### src/rtl/jump_sequencer.sv
//------------------------------------------------------------------------------
// jump_sequencer
//
// Frame-paced vertical-motion sequencer for the player character. Turns the
// space key into a (optionally charged) jump and runs the rise -> peak ->
// fall -> land arc. It emits one signed Y step per frame, which the character
// position register adds whenever step_valid is high.
//
// Build option: define JUMP_CHARGE_EN to include the CHARGE state. In that
// build, holding space on the ground builds up launch speed one frame at a
// time. Without the macro, a space press launches at V_MIN immediately, and
// charge always reads 0.
//
// Parameters:
//   V_MIN       base launch speed, pixels/frame
//   CHARGE_MAX  charge saturation, frames (V_MIN + CHARGE_MAX <= 31)
//   PEAK_HOLD   zero-motion frames at the apex (1..15)
//   V_TERM      terminal fall speed, pixels/frame (1..31)
//
// Ports:
//   CLK         system clock
//   reset       synchronous, active-high reset
//   frame_tick  one-cycle pulse per video frame
//   space       level, high while the space key is held
//   on_ground   level, high while the character rests on the floor
//   y_motion    10-bit two's-complement Y step (negative = up), held between steps
//   step_valid  one-cycle pulse: position adds y_motion this cycle
//   land_pulse  one-cycle pulse on entry to LAND
//   busy        high whenever the sequencer is not IDLE
//   state_o     debug state: IDLE=0 CHARGE=1 RISE=2 PEAK=3 FALL=4 LAND=5
//   charge      current charge count
//------------------------------------------------------------------------------
module jump_sequencer #(
    parameter int V_MIN      = 4,
    parameter int CHARGE_MAX = 15,
    parameter int PEAK_HOLD  = 3,
    parameter int V_TERM     = 8
) (
    input  logic       CLK,
    input  logic       reset,
    input  logic       frame_tick,
    input  logic       space,
    input  logic       on_ground,
    output logic [9:0] y_motion,
    output logic       step_valid,
    output logic       land_pulse,
    output logic       busy,
    output logic [2:0] state_o,
    output logic [3:0] charge
);

    typedef enum logic [2:0] {
        IDLE   = 3'd0,
        CHARGE = 3'd1,
        RISE   = 3'd2,
        PEAK   = 3'd3,
        FALL   = 3'd4,
        LAND   = 3'd5
    } state_t;

    localparam logic [4:0] V_MIN_V     = 5'(V_MIN);
    localparam logic [4:0] V_TERM_V    = 5'(V_TERM);
    localparam logic [3:0] PEAK_HOLD_V = 4'(PEAK_HOLD);
`ifdef JUMP_CHARGE_EN
    localparam logic [3:0] CHARGE_MAX_V = 4'(CHARGE_MAX);
`endif

    // Reject parameter sets that would overflow the 5-bit speed or 4-bit counters.
    if (V_MIN < 0 || CHARGE_MAX < 0 || CHARGE_MAX > 15 || V_MIN + CHARGE_MAX > 31 ||
        PEAK_HOLD < 1 || PEAK_HOLD > 15 || V_TERM < 1 || V_TERM > 31) begin : g_bad_params
        $error("jump_sequencer: parameter out of range");
    end

    state_t     state_q, state_d;
    logic [4:0] v_q, v_d;
    logic [3:0] charge_q, charge_d;
    logic [3:0] hold_q, hold_d;
    logic       space_q;
    logic       armed_q;
    logic [9:0] y_q, y_d;
    logic       step_q, step_d;
    logic       land_q, land_d;
    logic       busy_q;
    logic       space_rise;

    // armed_q stays low after reset until space has been seen released, so
    // a key held through reset cannot look like a fresh press.
    assign space_rise = space & ~space_q & armed_q;

    // NOTE: every signal driven here gets a default before the case statement,
    // so no path through the logic can hold a value and infer a latch.
    always_comb begin
        state_d  = state_q;
        v_d      = v_q;
        charge_d = charge_q;
        hold_d   = hold_q;
        y_d      = y_q;
        step_d   = 1'b0;
        land_d   = 1'b0;

        unique case (state_q)
            IDLE: begin
                if (space_rise && on_ground) begin
`ifdef JUMP_CHARGE_EN
                    state_d  = CHARGE;
                    charge_d = 4'd0;
`else
                    state_d  = RISE;
                    v_d      = V_MIN_V;
`endif
                end else if (frame_tick && !on_ground) begin
                    // Walked off an edge: start falling, the first step comes on the next tick.
                    state_d = FALL;
                    v_d     = 5'd1;
                end
            end

`ifdef JUMP_CHARGE_EN
            CHARGE: begin
                // Release wins over a coincident tick: launch with the charge held so far.
                if (!space) begin
                    state_d = RISE;
                    v_d     = V_MIN_V + {1'b0, charge_q};
                end else if (frame_tick && charge_q < CHARGE_MAX_V) begin
                    charge_d = charge_q + 4'd1;
                end
            end
`endif

            RISE: begin
                if (frame_tick) begin
                    step_d = 1'b1;
                    y_d    = 10'd0 - {5'd0, v_q};
                    v_d    = v_q - 5'd1;
                    if (v_q <= 5'd1) begin
                        state_d = PEAK;
                        hold_d  = PEAK_HOLD_V;
                    end
                end
            end

            PEAK: begin
                if (frame_tick) begin
                    step_d = 1'b1;
                    y_d    = 10'd0;
                    hold_d = hold_q - 4'd1;
                    if (hold_q == 4'd1) begin
                        state_d = FALL;
                        v_d     = 5'd1;
                    end
                end
            end

            FALL: begin
                if (frame_tick) begin
                    if (on_ground) begin
                        state_d = LAND;
                        land_d  = 1'b1;
                    end else begin
                        step_d = 1'b1;
                        y_d    = {5'd0, v_q};
                        v_d    = (v_q >= V_TERM_V) ? V_TERM_V : v_q + 5'd1;
                    end
                end
            end

            LAND: begin
                if (frame_tick) begin
                    step_d   = 1'b1;
                    y_d      = 10'd0;
                    state_d  = IDLE;
                    v_d      = 5'd0;
                    charge_d = 4'd0;
                end
            end

            default: state_d = IDLE;
        endcase
    end

    // NOTE: reset is synchronous here, matching the rest of the character datapath.
    // NOTE: state uses non-blocking assignments so every flop samples pre-edge values.
    always_ff @(posedge CLK) begin
        if (reset) begin
            state_q  <= IDLE;
            v_q      <= 5'd0;
            charge_q <= 4'd0;
            hold_q   <= 4'd0;
            space_q  <= 1'b0;
            armed_q  <= 1'b0;
            y_q      <= 10'd0;
            step_q   <= 1'b0;
            land_q   <= 1'b0;
            busy_q   <= 1'b0;
        end else begin
            state_q  <= state_d;
            v_q      <= v_d;
            charge_q <= charge_d;
            hold_q   <= hold_d;
            space_q  <= space;
            armed_q  <= armed_q | ~space;
            y_q      <= y_d;
            step_q   <= step_d;
            land_q   <= land_d;
            busy_q   <= (state_d != IDLE);
        end
    end

    assign y_motion   = y_q;
    assign step_valid = step_q;
    assign land_pulse = land_q;
    assign busy       = busy_q;
    assign state_o    = state_q;
    assign charge     = charge_q;

endmodule

### config.mk
export PLATFORM = sky130hd
export DESIGN_NAME = jump_sequencer
export DESIGN_NICKNAME = d
export VERILOG_FILES = /design/src/rtl/jump_sequencer.sv
export SDC_FILE = /design/constraint.sdc
export NUM_CORES = 1
export LEC_CHECK = 0
export CAP_MARGIN = 20
export CORE_ASPECT_RATIO = 1.1
export CORE_MARGIN = 2
export CORE_UTILIZATION = 30
export DETAILED_ROUTE_END_ITERATION = 8
export HOLD_SLACK_MARGIN = 0.1
export SETUP_SLACK_MARGIN = 0.1
export SYNTH_ARGS = -nofsm -noshare
export SYNTH_HDL_FRONTEND = slang
export SYNTH_SLANG_ARGS = --single-unit
### constraint.sdc
create_clock -name CLK -period 1.6 [get_ports CLK]
set_input_delay 0.24 -clock CLK [delete_from_list [all_inputs] [get_ports CLK]]
set_output_delay 0.24 -clock CLK [all_outputs]
set_load 0.05 [all_outputs]
==> reports/summary.txt, run 1 <==
Sequential Area = 480 um2
RSZ-0062 raised after global routing = true
Setup Skew = 2.15 ps
Worst setup EP type = flop
Number of enable flip-flop cells after synthesis = 0
H-tree depth = 1
Compound-cell area share of the yosys netlist = 0.194
Critical path required time = 1810 ps
Pleak = 0.838 nW
Initial antenna violation count = 0
Post-synth top area cell = dfxtp_1
Power, Total = 1.47 mW
CTS Root Cell = clkbuf_8
DRT antenna net count = 0
Status = completed
Fin. max-slew vios = 0
Area occupied by multi-input gates = 975 um2
Warnings, synthesis = 0
Total Routing Usage GR = 0.139
Final Setup Violations = 0
Vias per inst = 5.09
Yosys top cell area share = 0.326
Period utilization = 0.996
Cts hold-fix bufs = 0
VDD IR max = 0.316 mV
Die height = 76 um
Drt wl/cell = 13.7 um
Drt drc = 0
Post-synthesis sequential area ratio = 0.326
Vias in the first global route = 1,280
Pwr/cell area = 722 nW/um2
Final hold viol count = 0
Pre-Repair DR Iteration Count = 4
Synth area leaders = dfxtp_1 33%, a21oi_1 6.0%, buf_4 4.8%
Most numerous cell in the Yosys netlist = dfxtp_1
Worst EP arrival = 1810 ps
Worst-case clock buffer depth = 2
Site Rows = 26
Adder-Cell Fraction of Synth Area = 0.0442
First-pass GRT wire length = 5970 um
Post-synth top flop = dfxtp_1
Final WL = 3780 um
Min cycle time layout = 1590 ps
CP max FO = 7
Fillers = 456
Area grow syn2layout = 44.0%
Crit Path Category = flop to flop
Share of flip-flops with an asynchronous set or reset = 0
Mux cell area share after synthesis = 0.0159
Xor-xnor portion of the synthesized cell area = 0.0310
Initial Util = 0.308
Post-synth top cells = 23 x dfxtp_1, 17 x a21oi_1, 14 x nand2_1
Syn Inst Count = 177
Die area = 5280 um2
Proportion of layout cells with a drive suffix above 1 = 0.438
Netlist Area Pre-Place = 1410 um2
Worst skew pair latency = 270 ps
Vias = 1,400
Routability Congestion = 0.817
HP Class = input port to flop
# nets final = 230
Syn_area_per_cell = 7.99 um2
Initial drt markers = 99
I/O Pins = 25
Simple-gate share of the synthesized area = 0.280
Pin count of the biggest net entering global routing = 14
Clock sinks = 23
CTS buffer count = 3
Startpoint class of the critical path = flop
Dpl hpwl = 2660 um
Largest family of logic cells by synthesized area = simple AND/OR/NAND/NOR gates
Clock tree from TritonCTS = yes
Fin area = 2040 um2
Flops & latches, synth = 23
DP Area = 1790 um2
Overflow after GRT = 0
Worst-path clk slew = 90 ps
Core area = 4590 um2
Diode count = 0
Port Buf Inserts = 20
Die Wd = 69.5 um
Netlist cell types = 47
Max-Cap Viols = 0
Max Fclk = 628 MHz
[flip-flops by register name, summed over array words and instances (netlist names)]
register    flops
v_q             5
space_q         1
busy            1
step_valid      1
armed_q         1
state_o         3
y_motion        6
hold_q          4
land_pulse      1
[critical path, cell delays in order, from the launching register on]
cell      delay, ps
dfxtp_4         380
nand2b_2        280
o21ai_1         170
a221oi_1        100
or4_1           440
a21oi_2         150
[final timing paths]
| check | start | end | slack (ps) | depth (start not counted) |
|---|---|---|---|---|
| setup reg to reg | state_o[2] | v_q[3] | 7 | 5 |
| hold reg to reg | armed_q | armed_q | 460 | 2 |
| setup / recovery | state_o[2] | v_q[3] | 7 | 5 |
| hold / removal | space | armed_q | 270 | 3 |
[cells by family after synthesis]
| kind of cell | Yosys count |
|---|---|
| other | 1 |
| muxes | 2 |
| xor gates and xnor gates | 5 |
| buffers and inverters | 26 |
| and+or+nand+nor | 71 |
| adders and majority gates | 5 |
| AOI/OAI and AO/OA | 44 |
| DFF | 23 |
[per-layer routing]
layer	GRT usage	part of all wire	vias up
met5	0	0	-
met4	0.0569	0.030	0
met3	0.0185	0.047	11
met2	0.241	0.49	41
met1	0.171	0.43	646
li1	-	-	702
[area by class of cell]
| cell class | count | area share |
|---|---|---|
| sequential | 23 | 0.236 |
| clock buffer | 4 | 0.0221 |
| tap | 56 | 0.0344 |
| multi-input combinational | 131 | 0.479 |
| inverter | 7 | 0.0129 |
| timing repair buffer | 54 | 0.216 |
[per-stage QoR]
stage / setup slack (ps) / TNS [ps] / util / std cells / hold slack, ps
finish: 6.96 / 0 / 0.444 / 275 / 270
global route: -49.9 / -49.9 / 0.444 / 275 / 311
global placement: -309 / -3310 / 0.390 / 265 / 442
floorplan: 20.8 / 0 / - / 180 / 314
CTS: -2.72 / -2.72 / 0.409 / 271 / 463
detailed placement: -300 / -3090 / 0.390 / 265 / 451
[power by group]
group	internal (mW)	switching, mW	total [mW]
Combinational	0.213	0.254	0.466
Clock	0.178	0.201	0.379
Sequential	0.596	0.0280	0.624
Total	0.987	0.482	1.47
[timing repair]
item,CTS,global route
resized for setup,9,37
pin swaps,8,7
setup endpoints to repair,13,17
cloned,0,0
setup buffers,2,4
[cell usage in the layout, fill, tap and decap left out, types with 3 or more instances in the layout]
| master | Yosys | routed |
|---|---|---|
| buf_4 | 9 | 47 |
| xor2_1 | 3 | 3 |
| a21oi_1 | 17 | 15 |
| inv_1 | 7 | 5 |
| dfxtp_1 | 23 | 15 |
| clkbuf_8 | 0 | 3 |
| nor2_1 | 12 | 11 |
| nor3_1 | 12 | 9 |
| dfxtp_2 | 0 | 4 |
| nand3_1 | 7 | 7 |
| dfxtp_4 | 0 | 4 |
| nand2_1 | 14 | 14 |
| o21ai_0 | 9 | 7 |
| conb_1 | 1 | 4 |
No activity file was read; power rests on OpenSTA's default activity.
==> run 2, diff against run 1 <==
--- a/config.mk
+++ b/config.mk
@@ -8,10 +8,12 @@
 export CAP_MARGIN = 20
 export CORE_ASPECT_RATIO = 1.1
 export CORE_MARGIN = 2
-export CORE_UTILIZATION = 30
+export CORE_UTILIZATION = 42
 export DETAILED_ROUTE_END_ITERATION = 8
 export HOLD_SLACK_MARGIN = 0.1
+export PLACE_DENSITY = 0.69
 export SETUP_SLACK_MARGIN = 0.1
+export SLEW_MARGIN = 20
 export SYNTH_ARGS = -nofsm -noshare
 export SYNTH_HDL_FRONTEND = slang
 export SYNTH_SLANG_ARGS = --single-unit
==> reports/summary.txt, run 2 (synthesis results as in run 1) <==
Crit path max-delay cell type = dfxtp_4
Max incr delay on CP = 400 ps
# nets final = 232
Fillers = 285
H-tree depth = 1
Period utilization = 0.977
Cts hold-fix bufs = 0
Port Buf Inserts = 20
Vias per inst = 5.54
Setup TNS = 0 ps
Commonest cells after routing, fill and taps aside = 49 x buf_4, 16 x a21oi_1, 14 x nand2_1, 14 x dfxtp_1, 12 x nor2_1
Core area = 3280 um2
Final Setup Violations = 0
Area grow syn2layout = 43.1%
Sequential Area = 484 um2
Die height = 64.9 um
CP max FO = 7
DP Area = 1730 um2
Worst setup EP type = flop
Site Rows = 22
Fin. max-slew vios = 0
Vias = 1,424
Drt drc = 0
Worst-case clock buffer depth = 2
DRT antenna net count = 0
Routability Congestion = 0.859
Drt wl/cell = 14.9 um
Final hold viol count = 0
Setup Skew = 2.05 ps
Overflow after GRT = 0
RSZ-0062 raised after global routing = true
Core Util, Final = 0.618
VDD IR max = 0.280 mV
Pwr/cell area = 678 nW/um2
Critical path, cell by cell = nand2b_2 -> o21ai_1 -> a221oi_1 -> or4_1 -> a21oi_1
First-pass GRT wire length = 5630 um
Fin area = 2020 um2
Dpl ws = -362 ps
Dpl hpwl = 2690 um
Initial drt markers = 50
Initial Util = 0.432
Worst-path clk slew = 130 ps
Startpoint class of the critical path = flop
Final WL = 3820 um
Diode count = 0
I/O Pins = 25
Critical path required time = 1850 ps
Total Routing Usage GR = 0.188
Commonest non-fill, non-tap cell in the layout = buf_4
Crit Path Category = flop to flop
CTS buffer count = 3
Max-Cap Viols = 0
Pleak = 0.841 nW
Final WS setup = 36.6 ps
Clock sinks = 23
Pre-Repair DR Iteration Count = 4
Die Wd = 59.3 um
Number of flip-flops in the largest register = 6
Hold Slack = 368 ps
Clock tree from TritonCTS = yes
Max Fclk = 640 MHz
HP Class = input port to flop
Worst EP arrival = 1820 ps
Worst skew pair latency = 310 ps
Buffers plus inverters on the worst setup path = 0
Die area = 3850 um2
Proportion of layout cells with a drive suffix above 1 = 0.448
Pin count of the biggest net entering global routing = 13
Min cycle time layout = 1560 ps
CTS Root Cell = clkbuf_4
Initial antenna violation count = 0
Area occupied by multi-input gates = 990 um2
Vias in the first global route = 1,281
Status = completed
Crit path max-delay family = simple AND/OR/NAND/NOR gates
==> run 2: layout make-up <==
type | instances | share of cell area
Tap cell | 36 | 0.0223
Inverter | 7 | 0.0130
Clock buffer | 4 | 0.0130
Sequential cell | 23 | 0.239
Multi-Input combinational cell | 131 | 0.489
Timing Repair Buffer | 56 | 0.223
==> run 2: what timing repair did <==
action | 4_1_cts | 5_1_grt
setup buffers | 3 | 11
gates resized for setup | 11 | 38
pin swaps | 6 | 11
endpoints found under the hold margin | 0 | 0
endpoints found under the setup margin | 14 | 17
==> run 2: worst reg2reg max path, stage by stage, from the launching register on <==
cell and delay (ps):
dfxtp_4 400, nand2b_2 270, o21ai_1 200, a221oi_1 110, or4_1 400, a21oi_1 120
==> run 2: per-layer routing <==
layer / GRT usage / routed length, um / up-vias
met3: 0.0240 / 160 / 4
li1: - / - / 706
met4: 0.0511 / 25 / 0
met1: 0.211 / 1530 / 665
met2: 0.359 / 2110 / 49
met5: 0 / 0 / -
==> run 2: final timing paths <==
path	slack (ps)	endpoint	startpoint	depth (start not counted)
worst min-delay path	370	land_pulse	on_ground	4
worst max-delay path	40	v_q[3]	state_o[2]	5
worst max register to register	40	v_q[3]	state_o[2]	5
worst min register to register	460	armed_q	armed_q	2
==> run 2: per-stage QoR <==
stage	power (mW)	cells
detailed placement	1.02	241
global route	1.44	257
finish	1.37	257
global placement	1.02	241
floorplan	0.918	180
CTS	1.30	248
==> run 2: where the power goes <==
group          total (mW)  switching, mW  internal (mW)
Clock               0.275          0.178         0.0973
Combinational       0.470          0.261          0.209
Sequential          0.626         0.0299          0.596
Total                1.37          0.469          0.903
==> run 3, diff against run 2 <==
--- a/config.mk
+++ b/config.mk
@@ -6,10 +6,11 @@
 export NUM_CORES = 1
 export LEC_CHECK = 0
 export CAP_MARGIN = 20
-export CORE_ASPECT_RATIO = 1.1
+export CORE_ASPECT_RATIO = 1.2
 export CORE_MARGIN = 2
 export CORE_UTILIZATION = 42
 export DETAILED_ROUTE_END_ITERATION = 8
+export GPL_TIMING_DRIVEN = 0
 export HOLD_SLACK_MARGIN = 0.1
 export PLACE_DENSITY = 0.69
 export SETUP_SLACK_MARGIN = 0.1
==> reports/summary.txt, run 3 (synthesis results as in run 1) <==
Clock sinks = 23
Initial drt markers = 63
Worst-case clock buffer depth = 2
Die Wd = 57.0 um
Vias = 1,496
Routability Congestion = 0.887
Pre-Repair DR Iteration Count = 5
Violated checks = negative setup slack
Overflow after GRT = 0
Startpoint class of the critical path = flop
Min cycle time layout = 1780 ps
Port Buf Inserts = 20
Clock tree from TritonCTS = yes
Initial antenna violation count = 0
DRT antenna net count = 0
Max Fclk = 562 MHz
Crit Path Category = flop to flop
Initial Util = 0.431
CTS Root Cell = clkbuf_8
I/O Pins = 25
Worst-path clk slew = 80 ps
Final WS setup = -180 ps
Commonest non-fill, non-tap cell in the layout = buf_4
H-tree depth = 1
Total Routing Usage GR = 0.189
Fillers = 262
Fin. max-slew vios = 0
Worst setup EP type = flop
Worst skew pair latency = 270 ps
Drt drc = 0
Final WL = 4300 um
Cts hold-fix bufs = 0
VDD IR max = 0.552 mV
Critical path required time = 1820 ps
Period utilization = 1.11
CP max FO = 6
RSZ-0062 raised after global routing = true
Max-Cap Viols = 0
Commonest cells after routing, fill and taps aside = 29 x buf_4, 13 x dfxtp_1, 12 x nand2_1, 12 x a21oi_1, 12 x dlygate4sd2_1
Pin count of the biggest net entering global routing = 13
Dpl hpwl = 2510 um
Core area = 3280 um2
Pleak = 0.904 nW
Die area = 3850 um2
Setup Skew = 5.83 ps
Pwr/cell area = 692 nW/um2
Status = finished, violations left
# nets final = 235
Core Util, Final = 0.654
Vias per inst = 5.73
Site Rows = 23
Vias in the first global route = 1,239
Final Setup Violations = 5
HP Class = input port to flop
CTS buffer count = 3
First-pass GRT wire length = 5640 um
Crit path max-delay cell type = or4b_4
Area grow syn2layout = 51.8%
DP Area = 1720 um2
Max incr delay on CP = 540 ps
Number of flip-flops in the largest register = 6
Setup TNS = -356 ps
Hold Slack = 211 ps
Fin area = 2150 um2
Die height = 67.6 um
Proportion of layout cells with a drive suffix above 1 = 0.455
Critical path, cell by cell = or4b_4 -> nor4_4 -> buf_4 -> a21oi_4 -> a31oi_1 -> or2_1
Worst EP arrival = 2000 ps
Diode count = 0
Final hold viol count = 0
Drt wl/cell = 16.5 um
==> run 3: worst paths after layout <==
path / start / end / slack [ps] / cells after the start
max: v_q[3] / busy / -180 / 6
min: space / armed_q / 210 / 2
max reg2reg: v_q[3] / busy / -180 / 6
min reg2reg: y_motion[2] / y_motion[2] / 450 / 2
==> run 3: layout make-up <==
class                           instances  area [um2]  area share
Buffer                                 18         161      0.0752
Clock buffer                            4        45.0      0.0210
Inverter                                7        26.3      0.0122
Multi-Input combinational cell        131        1040       0.483
Sequential cell                        23         488       0.227
Tap cell                               37        46.3      0.0216
Timing Repair Buffer                   41         342       0.159
==> run 3: per-layer routing <==
layer / part of all wire / routed length, um / track usage
met1: 0.39 / 1670 / 0.223
met2: 0.52 / 2220 / 0.330
met3: 0.056 / 243 / 0.0326
met4: 0.039 / 169 / 0.0930
met5: 0 / 0 / 0
==> run 3: report_power, final <==
part	switching [mW]	internal (mW)
sequential	0.0279	0.594
clock	0.196	0.178
combinational	0.280	0.209
==> run 3: stage by stage <==
step / power [mW] / setup WS (ps) / instances
finish: 1.48 / -180 / 261
global route: 1.55 / -211 / 261
CTS: 1.38 / -70.5 / 245
detailed placement: 1.01 / -425 / 237
global placement: 1.00 / -432 / 237
floorplan: 0.918 / 20.8 / 180
==> run 3: timing repair <==
item,4_1_cts,5_1_grt
pin swaps,8,21
cloned,0,2
gates resized for setup,43,55
endpoints found under the setup margin,35,18
buffers inserted,4,16
==> run 3: worst max-delay path: cells and delay by family, from the launching register on <==
family / cells / cell delay, ps
AND/OR/NAND/NOR: 3 / 940
AO/OA/AOI/OAI: 2 / 220
buffers and inverters: 1 / 190
flip-flops: 1 / 370
